===== src/rtl/product_accumulator.sv =====
// Tags each issue into a fixed-latency multiplier, sums aligned products per vector and queues the sums
// in a credit-protected result FIFO. Optional macro PRODUCT_ACCUMULATOR_SATURATE_EN clamps overflowing sums.
module product_accumulator #(
   parameter int PRODUCT_WIDTH   = 32,
   parameter int ACC_WIDTH       = 48,
   parameter int PIPELINE_STAGES = 7,
   parameter int RESULT_DEPTH    = 2
) (
   input  logic                     clk,
   input  logic                     reset,
   input  logic                     issue_valid,
   input  logic                     issue_last,
   output logic                     issue_ready,
   input  logic [PRODUCT_WIDTH-1:0] product,
   output logic                     out_valid,
   input  logic                     out_ready,
   output logic [ACC_WIDTH-1:0]     out_data,
   output logic                     out_overflow,
   output logic                     busy
);
   localparam int PTR_W = (RESULT_DEPTH > 1) ? $clog2(RESULT_DEPTH) : 1;
   localparam int CNT_W = $clog2(RESULT_DEPTH + 1);

   logic [PIPELINE_STAGES-1:0] r_tag_valid;
   logic [PIPELINE_STAGES-1:0] r_tag_last;
   logic                       w_accept;
   logic                       w_al_valid;
   logic                       w_al_last;

   logic [ACC_WIDTH-1:0]       r_acc;
   logic                       r_acc_ovf;
   logic                       r_first;
   logic [ACC_WIDTH:0]         w_raw_sum;
   logic [ACC_WIDTH-1:0]       w_sum;
   logic                       w_ovf;

   logic [ACC_WIDTH-1:0]       r_fifo_data [RESULT_DEPTH];
   logic                       r_fifo_ovf  [RESULT_DEPTH];
   logic [PTR_W-1:0]           r_wr_ptr;
   logic [PTR_W-1:0]           r_rd_ptr;
   logic [CNT_W-1:0]           r_count;
   logic [CNT_W-1:0]           r_lasts;
   logic                       w_push;
   logic                       w_pop;
   logic                       w_last_in;
   logic [CNT_W:0]             w_credit_used;

   function automatic logic [PTR_W-1:0] f_next_ptr(input logic [PTR_W-1:0] p);
      if (p == PTR_W'(RESULT_DEPTH - 1)) begin
         return '0;
      end
      return p + PTR_W'(1);
   endfunction

   assign w_accept   = issue_valid && issue_ready;
   assign w_last_in  = w_accept && issue_last;
   assign w_al_valid = r_tag_valid[PIPELINE_STAGES-1];
   assign w_al_last  = w_al_valid && r_tag_last[PIPELINE_STAGES-1];

   // Tag line mirrors the multiplier pipeline; the last stage lines up with product.
   always_ff @(posedge clk or posedge reset) begin
      if (reset) begin
         r_tag_valid <= '0;
         r_tag_last  <= '0;
      end else begin
         for (int i = PIPELINE_STAGES - 1; i > 0; i--) begin
            r_tag_valid[i] <= r_tag_valid[i-1];
            r_tag_last[i]  <= r_tag_last[i-1];
         end
         r_tag_valid[0] <= w_accept;
         r_tag_last[0]  <= w_last_in;
      end
   end

   assign w_raw_sum = {1'b0, (r_first ? {ACC_WIDTH{1'b0}} : r_acc)} + (ACC_WIDTH+1)'(product);
   assign w_ovf     = w_raw_sum[ACC_WIDTH] | (r_acc_ovf & ~r_first);

`ifdef PRODUCT_ACCUMULATOR_SATURATE_EN
   // Sticky overflow keeps every later partial sum of the vector pinned at full scale.
   assign w_sum = w_ovf ? {ACC_WIDTH{1'b1}} : w_raw_sum[ACC_WIDTH-1:0];
`else
   assign w_sum = w_raw_sum[ACC_WIDTH-1:0];
`endif

   always_ff @(posedge clk or posedge reset) begin
      if (reset) begin
         r_acc     <= '0;
         r_acc_ovf <= 1'b0;
         r_first   <= 1'b1;
      end else if (w_al_valid) begin
         if (w_al_last) begin
            r_acc     <= '0;
            r_acc_ovf <= 1'b0;
            r_first   <= 1'b1;
         end else begin
            r_acc     <= w_sum;
            r_acc_ovf <= w_ovf;
            r_first   <= 1'b0;
         end
      end
   end

   assign w_push = w_al_last;
   assign w_pop  = out_valid && out_ready;

   always_ff @(posedge clk or posedge reset) begin
      if (reset) begin
         for (int i = 0; i < RESULT_DEPTH; i++) begin
            r_fifo_data[i] <= '0;
            r_fifo_ovf[i]  <= 1'b0;
         end
         r_wr_ptr <= '0;
         r_rd_ptr <= '0;
      end else begin
         if (w_push) begin
            r_fifo_data[r_wr_ptr] <= w_sum;
            r_fifo_ovf[r_wr_ptr]  <= w_ovf;
            r_wr_ptr              <= f_next_ptr(r_wr_ptr);
         end
         if (w_pop) begin
            r_rd_ptr <= f_next_ptr(r_rd_ptr);
         end
      end
   end

   always_ff @(posedge clk or posedge reset) begin
      if (reset) begin
         r_count <= '0;
         r_lasts <= '0;
      end else begin
         case ({w_push, w_pop})
            2'b10:   r_count <= r_count + CNT_W'(1);
            2'b01:   r_count <= r_count - CNT_W'(1);
            default: r_count <= r_count;
         endcase
         case ({w_last_in, w_al_last})
            2'b10:   r_lasts <= r_lasts + CNT_W'(1);
            2'b01:   r_lasts <= r_lasts - CNT_W'(1);
            default: r_lasts <= r_lasts;
         endcase
      end
   end

   // Each in-flight last owns a reserved FIFO slot, so a push can never find the FIFO full.
   assign w_credit_used = (CNT_W+1)'(r_lasts) + (CNT_W+1)'(r_count);
   assign issue_ready   = w_credit_used < (CNT_W+1)'(RESULT_DEPTH);

   assign out_valid    = (r_count != '0);
   assign out_data     = r_fifo_data[r_rd_ptr];
   assign out_overflow = r_fifo_ovf[r_rd_ptr];
   assign busy         = (|r_tag_valid) | ~r_first | out_valid;

endmodule


===== config.mk =====
export PLATFORM = sky130hd
export DESIGN_NAME = product_accumulator
export DESIGN_NICKNAME = d
export VERILOG_FILES = /design/src/rtl/product_accumulator.sv
export SDC_FILE = /design/constraint.sdc
export NUM_CORES = 1
export LEC_CHECK = 0
export ABC_AREA = 1
export CAP_MARGIN = 20
export CORE_MARGIN = 2
export CORE_UTILIZATION = 53
export DETAILED_ROUTE_END_ITERATION = 10
export GPL_TIMING_DRIVEN = 0
export PLACE_DENSITY = 0.77
export SLEW_MARGIN = 10
export SYNTH_ARGS = -nofsm -noshare
export SYNTH_HDL_FRONTEND = slang
export SYNTH_SLANG_ARGS = --single-unit

===== constraint.sdc =====
create_clock -name clk -period 6.05 [get_ports clk]
set_input_delay 1.815 -clock clk [delete_from_list [all_inputs] [get_ports clk]]
set_output_delay 1.815 -clock clk [all_outputs]
set_load 0.01 [all_outputs]

Word level (Yosys, flattened, before mapping)
Index checks and enable logic that the tools add are counted.

Register bits after elaboration: 168. Input port bits: 37. Output and inout port bits: 52. Logic and storage cells: 71.

Add/subtract/negate cells: 8. $lt $le $gt $ge: 4. Eq/ne operators: 4. Multiplexer cells: 26. Bitwise logic cells: 7. Reductions and logical operators: 9.

Operators with widths (number): two-way mux 48 bit (6); bitwise mux 96 bit (1); adder 48 x 32 -> 49 bit (1); demux 48 bit (select 1 bit) (1); two-way mux 1 bit (14); case mux 2 bit (2 select lines) (2); OR reduction 7 bit (1); nonzero test 2 bit (3); logical AND 1 bit (5); adder 2 x 1 -> 2 bit (second input constant) (2); == test 2 x 1 -> 1 bit (second input constant) (2); == test 2 bit (second input constant) (2); >= comparator 2 bit (second input constant) (2); NOT 1 -> 2 bit (2); subtractor 2 x 1 -> 2 bit (second input constant) (2); adder 2 x 2 -> 3 bit (1); less-than comparator 3 x 2 -> 1 bit (second input constant) (1); OR 1 bit (3); adder 1 bit (second input constant) (2); bitwise mux 2 bit (1); less-than comparator 2 x 1 -> 1 bit (second input constant) (1); AND 1 bit (1); demux 1 bit (select 1 bit) (1); NOT 1 bit (1).

Logic depth before layout (Yosys ltp)
Depth after elaboration: 6. Depth in mapped cells: 18. Gate-level depth less buffers: 17.

Worst setup path before layout
Ideal clock, no wire load.

Path type: input to register. From: input port product[0]. To: register r_acc[36]. Library setup time: 0.118 ns. Arrival time: 3.332 ns. Required time: 5.932 ns. Path slack: 2.600 ns. Stages: 15. Buffers on the path: 0. Path through: ha_1 -> inv_1 -> fa_1 -> inv_1 -> nand3_1 -> nand3_1 -> nand2_1 -> nand3_1 -> nand2_1 -> nand2_1 -> nand2_1 -> nand2_1 -> nand2_1 -> nand3_1 -> nand2_1.

Cells in the longest elaborated chain, start to end: 2.

Ends and longest elaborated chain: from (decl) (line 14) `input logic [PRODUCT_WIDTH-1:0] product,`; adder 48 x 32 -> 49 bit (line 75) `assign w_raw_sum = {1'b0, (r_first ? {ACC_WIDTH{1'b0}} : r_acc)} + (ACC_WIDTH+1)'(product);`; two-way mux 48 bit (line 91) `if (w_al_last) begin`; to (signal assigned) (line 96) `r_acc <= w_sum;`; to (decl) (line 30) `logic [ACC_WIDTH-1:0] r_acc;`.

No other way between the ends. A chain may end at the register's enable or synchronous reset.

Final worst setup path
From: register r_rd_ptr. To: output port out_data[26].

Cells in the longest elaborated chain, start to end: 4.

Ends and longest elaborated chain: from (decl) (line 40) `logic [PTR_W-1:0] r_rd_ptr;`; from (signal assigned) (line 121) `r_rd_ptr <= f_next_ptr(r_rd_ptr);`; NOT 1 -> 2 bit (implied by the code) (line 149) `assign out_data = r_fifo_data[r_rd_ptr];`; two-way mux 48 bit (implied by the code) (3 in series) (line 149); to (decl) (line 17) `output logic [ACC_WIDTH-1:0] out_data,`.

No other way between the ends. The select of a mux whose other input is x is not followed.

==> qor.txt <==
status = completed
Root Buffer = clkbuf_16
WP data required = 4.24 ns
CTS Hold Bufs = 0
GPL Wtd Cong = 1.04
# DRC = 0
CORE AREA = 19500 sq um
setup TNS = 0 ns
global route total overflow = 0
adder-cell share of the synthesized area = 4.41%
TritonCTS buffer count = 17
Min-Delay Path Class = flop to flop
Comb pwr share = 57.8%
Seq/Total Area, Yosys = 39.9%
main combinational cell family by area after synthesis = simple AND/OR/NAND/NOR gates
Total GRT Usage = 31.7%
drt total wl = 32.8 mm
die height = 145 um
worst flop-to-flop path startpoint = r_first
Yosys warning total = 0
hold_sp = r_tag_last[5]
setup violators final = 0
Top-Level Pins = 89
Cells after Synth = 1603
Starting Density = 54.0%
XOR/XNOR Fraction of Synth Area = 1.99%
Yosys top cell by area = dfrtp_1
Finished Layout Cells = 1992
Setup Skew = 0.0135 ns
Worst-path clk slew = 0.08 ns
Slew @ Worst Pin = 0.738 ns
clock network latency to the later pin of the worst-skew pair = 0.45 ns
Net Sw Frac = 47.7%
CP max stage cell = clkbuf_1
Internal = 3.80 mW
Post-CTS Resized = 0
CP cell instances = clkbuf_1 > clkbuf_1 > nand2_1 > nand2_1 > clkdlybuf4s50_1
Synth Area in Compound Gates = 5.73%
unrepaired setup endpoints after global routing = false
Synth Cell Area = 10500 sq um
Detailed Route Iter0 Violations = 843
synth top area cells = dfrtp_1, nand2_1, inv_1
Rows = 51
multiplexer share of the synthesized area = 0%
vias in the first global route = 9658
syn_nets = 1676
Mapped Avg Cell Area = 6.58 sq um
simple-gate portion of the synthesized area = 38.0%
DIE AREA = 21000 sq um
placed cells = 1960
crit path launch type = flop
Leak Pwr = 6.73 nW
final worst path period share = 74.3%
CP Launch Point = r_rd_ptr
Clk pwr share = 15.4%
sequential share of power = 26.8%
I/O Buffers = 88
max-capacitance violation count = 0
final hold violation count = 0
Nets = 1787
H-tree levels = 4
Post-CTS Setup Repair Bufs = 0
peak supply drop = 0.278 mV
via density per instance = 5.21
post-route antenna net violation count = 0
relative slew slack = 50.8%
Slew Viols, Final = 0
Pwr Total = 7.25 mW
most frequent cells in the layout = nand2_1, inv_1, dfrtp_1
Vias = 10.4k
first-pass GRT wire length = 52.2 mm
Slowest Stage Delay on Critical Path = 0.59 ns
Power Density = 583 nW/um^2
CTS tree = yes
Max FO, Critical Path = 10
minimum clock period = 4.49 ns
Yosys top cell area share = 39.6%
FMAX = 222 MHz
die width = 145 um
P&R area growth vs syn = 18.0%
layout cells sized above 1 = 4.69%
sw power = 3.46 mW
synth unique cells = 32
WP data arrival = 2.68 ns
Pre-antenna DRT Iters = 5
initial antenna violation count = 0
Setup CP Type = flop to primary output
HPWL after DPL = 25.6 mm
Clock Tree Buf Depth = 2
most common cell after layout, fill and taps aside = nand2_1
largest net degree at the start of global routing = 39
number of diodes = 0
FF+latch count, synth = 168
DR WL/cell = 16.5 um
Critical Path End Type = primary output
Sink Count = 168
path summary, 6_finish.rpt:
path | end | slack [ns] | cells past startpoint
worst max-delay path | out_data[26] | 1.56 | 5
worst min-delay path | r_tag_last[6] | 0.35 | 0
worst max register to register | r_fifo_data[20] | 2.28 | 15
worst min register to register | r_tag_last[6] | 0.35 | 0
max in group asynchronous | r_first | 3.32 | 4
min in group asynchronous | r_tag_last[3] | 1.79 | 2
registers in the layout (all words and copies together) (netlist names):
register,cells
r_acc,48
r_acc_ovf,1
r_count,2
r_fifo_data,96
r_fifo_ovf,2
r_first,1
r_lasts,2
r_rd_ptr,1
r_tag_last,7
r_tag_valid,7
r_wr_ptr,1
cells in the mapped netlist:
| library cell | count |
|---|---|
| nand2_2 | 6 |
| a21oi_1 | 20 |
| nand2_1 | 702 |
| nand4_1 | 9 |
| or2_1 | 2 |
| buf_2 | 9 |
| buf_1 | 6 |
| nor2_2 | 13 |
| nand3_2 | 2 |
| o22ai_1 | 19 |
| nand3_4 | 3 |
| clkbuf_1 | 29 |
| dfrtp_1 | 167 |
| nor3_1 | 4 |
| dfstp_2 | 1 |
| nand3b_1 | 7 |
| buf_12 | 1 |
| buf_6 | 1 |
| inv_1 | 219 |
| nor2_1 | 136 |
| clkinv_1 | 3 |
| inv_2 | 3 |
| o21ai_0 | 71 |
| xnor2_1 | 20 |
| fa_1 | 2 |
| nor4_1 | 1 |
| xor2_1 | 4 |
| nand3_1 | 99 |
| o21ai_1 | 3 |
| o21bai_1 | 2 |
| ha_1 | 34 |
| or2_2 | 5 |
power groups by stage:
| stage | Sequential [mW] | Clock [mW] | Combinational [mW] |
|---|---|---|---|
| finish | 1.94 | 1.12 | 4.19 |
| global route | 2.00 | 1.16 | 4.67 |
| CTS | 1.94 | 1.12 | 4.16 |
| detailed placement | 1.95 | 0 | 4.12 |
| global placement | 1.93 | 0 | 4.03 |
| floorplan | 1.88 | 0 | 2.71 |
cell type report:
| class | instances | area, sq um |
|---|---|---|
| Fill cell | 1870 | 7080 |
| Clock inverter | 15 | 179 |
| Buffer | 46 | 208 |
| Clock buffer | 17 | 425 |
| Sequential cell | 168 | 4210 |
| Inverter | 225 | 848 |
| Multi-Input combinational cell | 1164 | 5290 |
| Timing Repair Buffer | 92 | 961 |
| Tap cell | 265 | 332 |
per-layer routing:
metal / GRT usage (%) / up-vias / part of all wire [%]
li1: - / 5122 / -
met1: 47.0 / 4893 / 47
met2: 49.4 / 322 / 44
met3: 4.47 / 38 / 6.8
met4: 7.70 / 0 / 1.6
met5: 0 / - / 0
metrics by stage:
stage	instance area (sq um)	utilization (%)	setup slack (ns)	hold slack (ns)
final	12400	63.8	1.56	0.353
after global routing	12400	63.8	1.43	0.355
after CTS	12400	63.8	1.52	0.353
after detailed placement	11800	60.7	1.51	0.335
after global placement	11800	60.3	0.767	0.336
after floorplan	10600	-	2.10	0.331
logic make-up (layout without fill, tap and decap cells):
group	Yosys count	in the layout
adders and majority gates	36	36
and+or+nand+nor	989	989
DFF	168	168
AOI/OAI and AO/OA	115	115
xor gates and xnor gates	24	24
buffers and inverters	271	395
worst max-delay path, delay by kind of cell (launching register included):
kind	cells	cell delay (ns)
buf+inv	3	1.59
flops	1	0.40
simple gates	2	0.24
(Power assumes the default switching activity.)
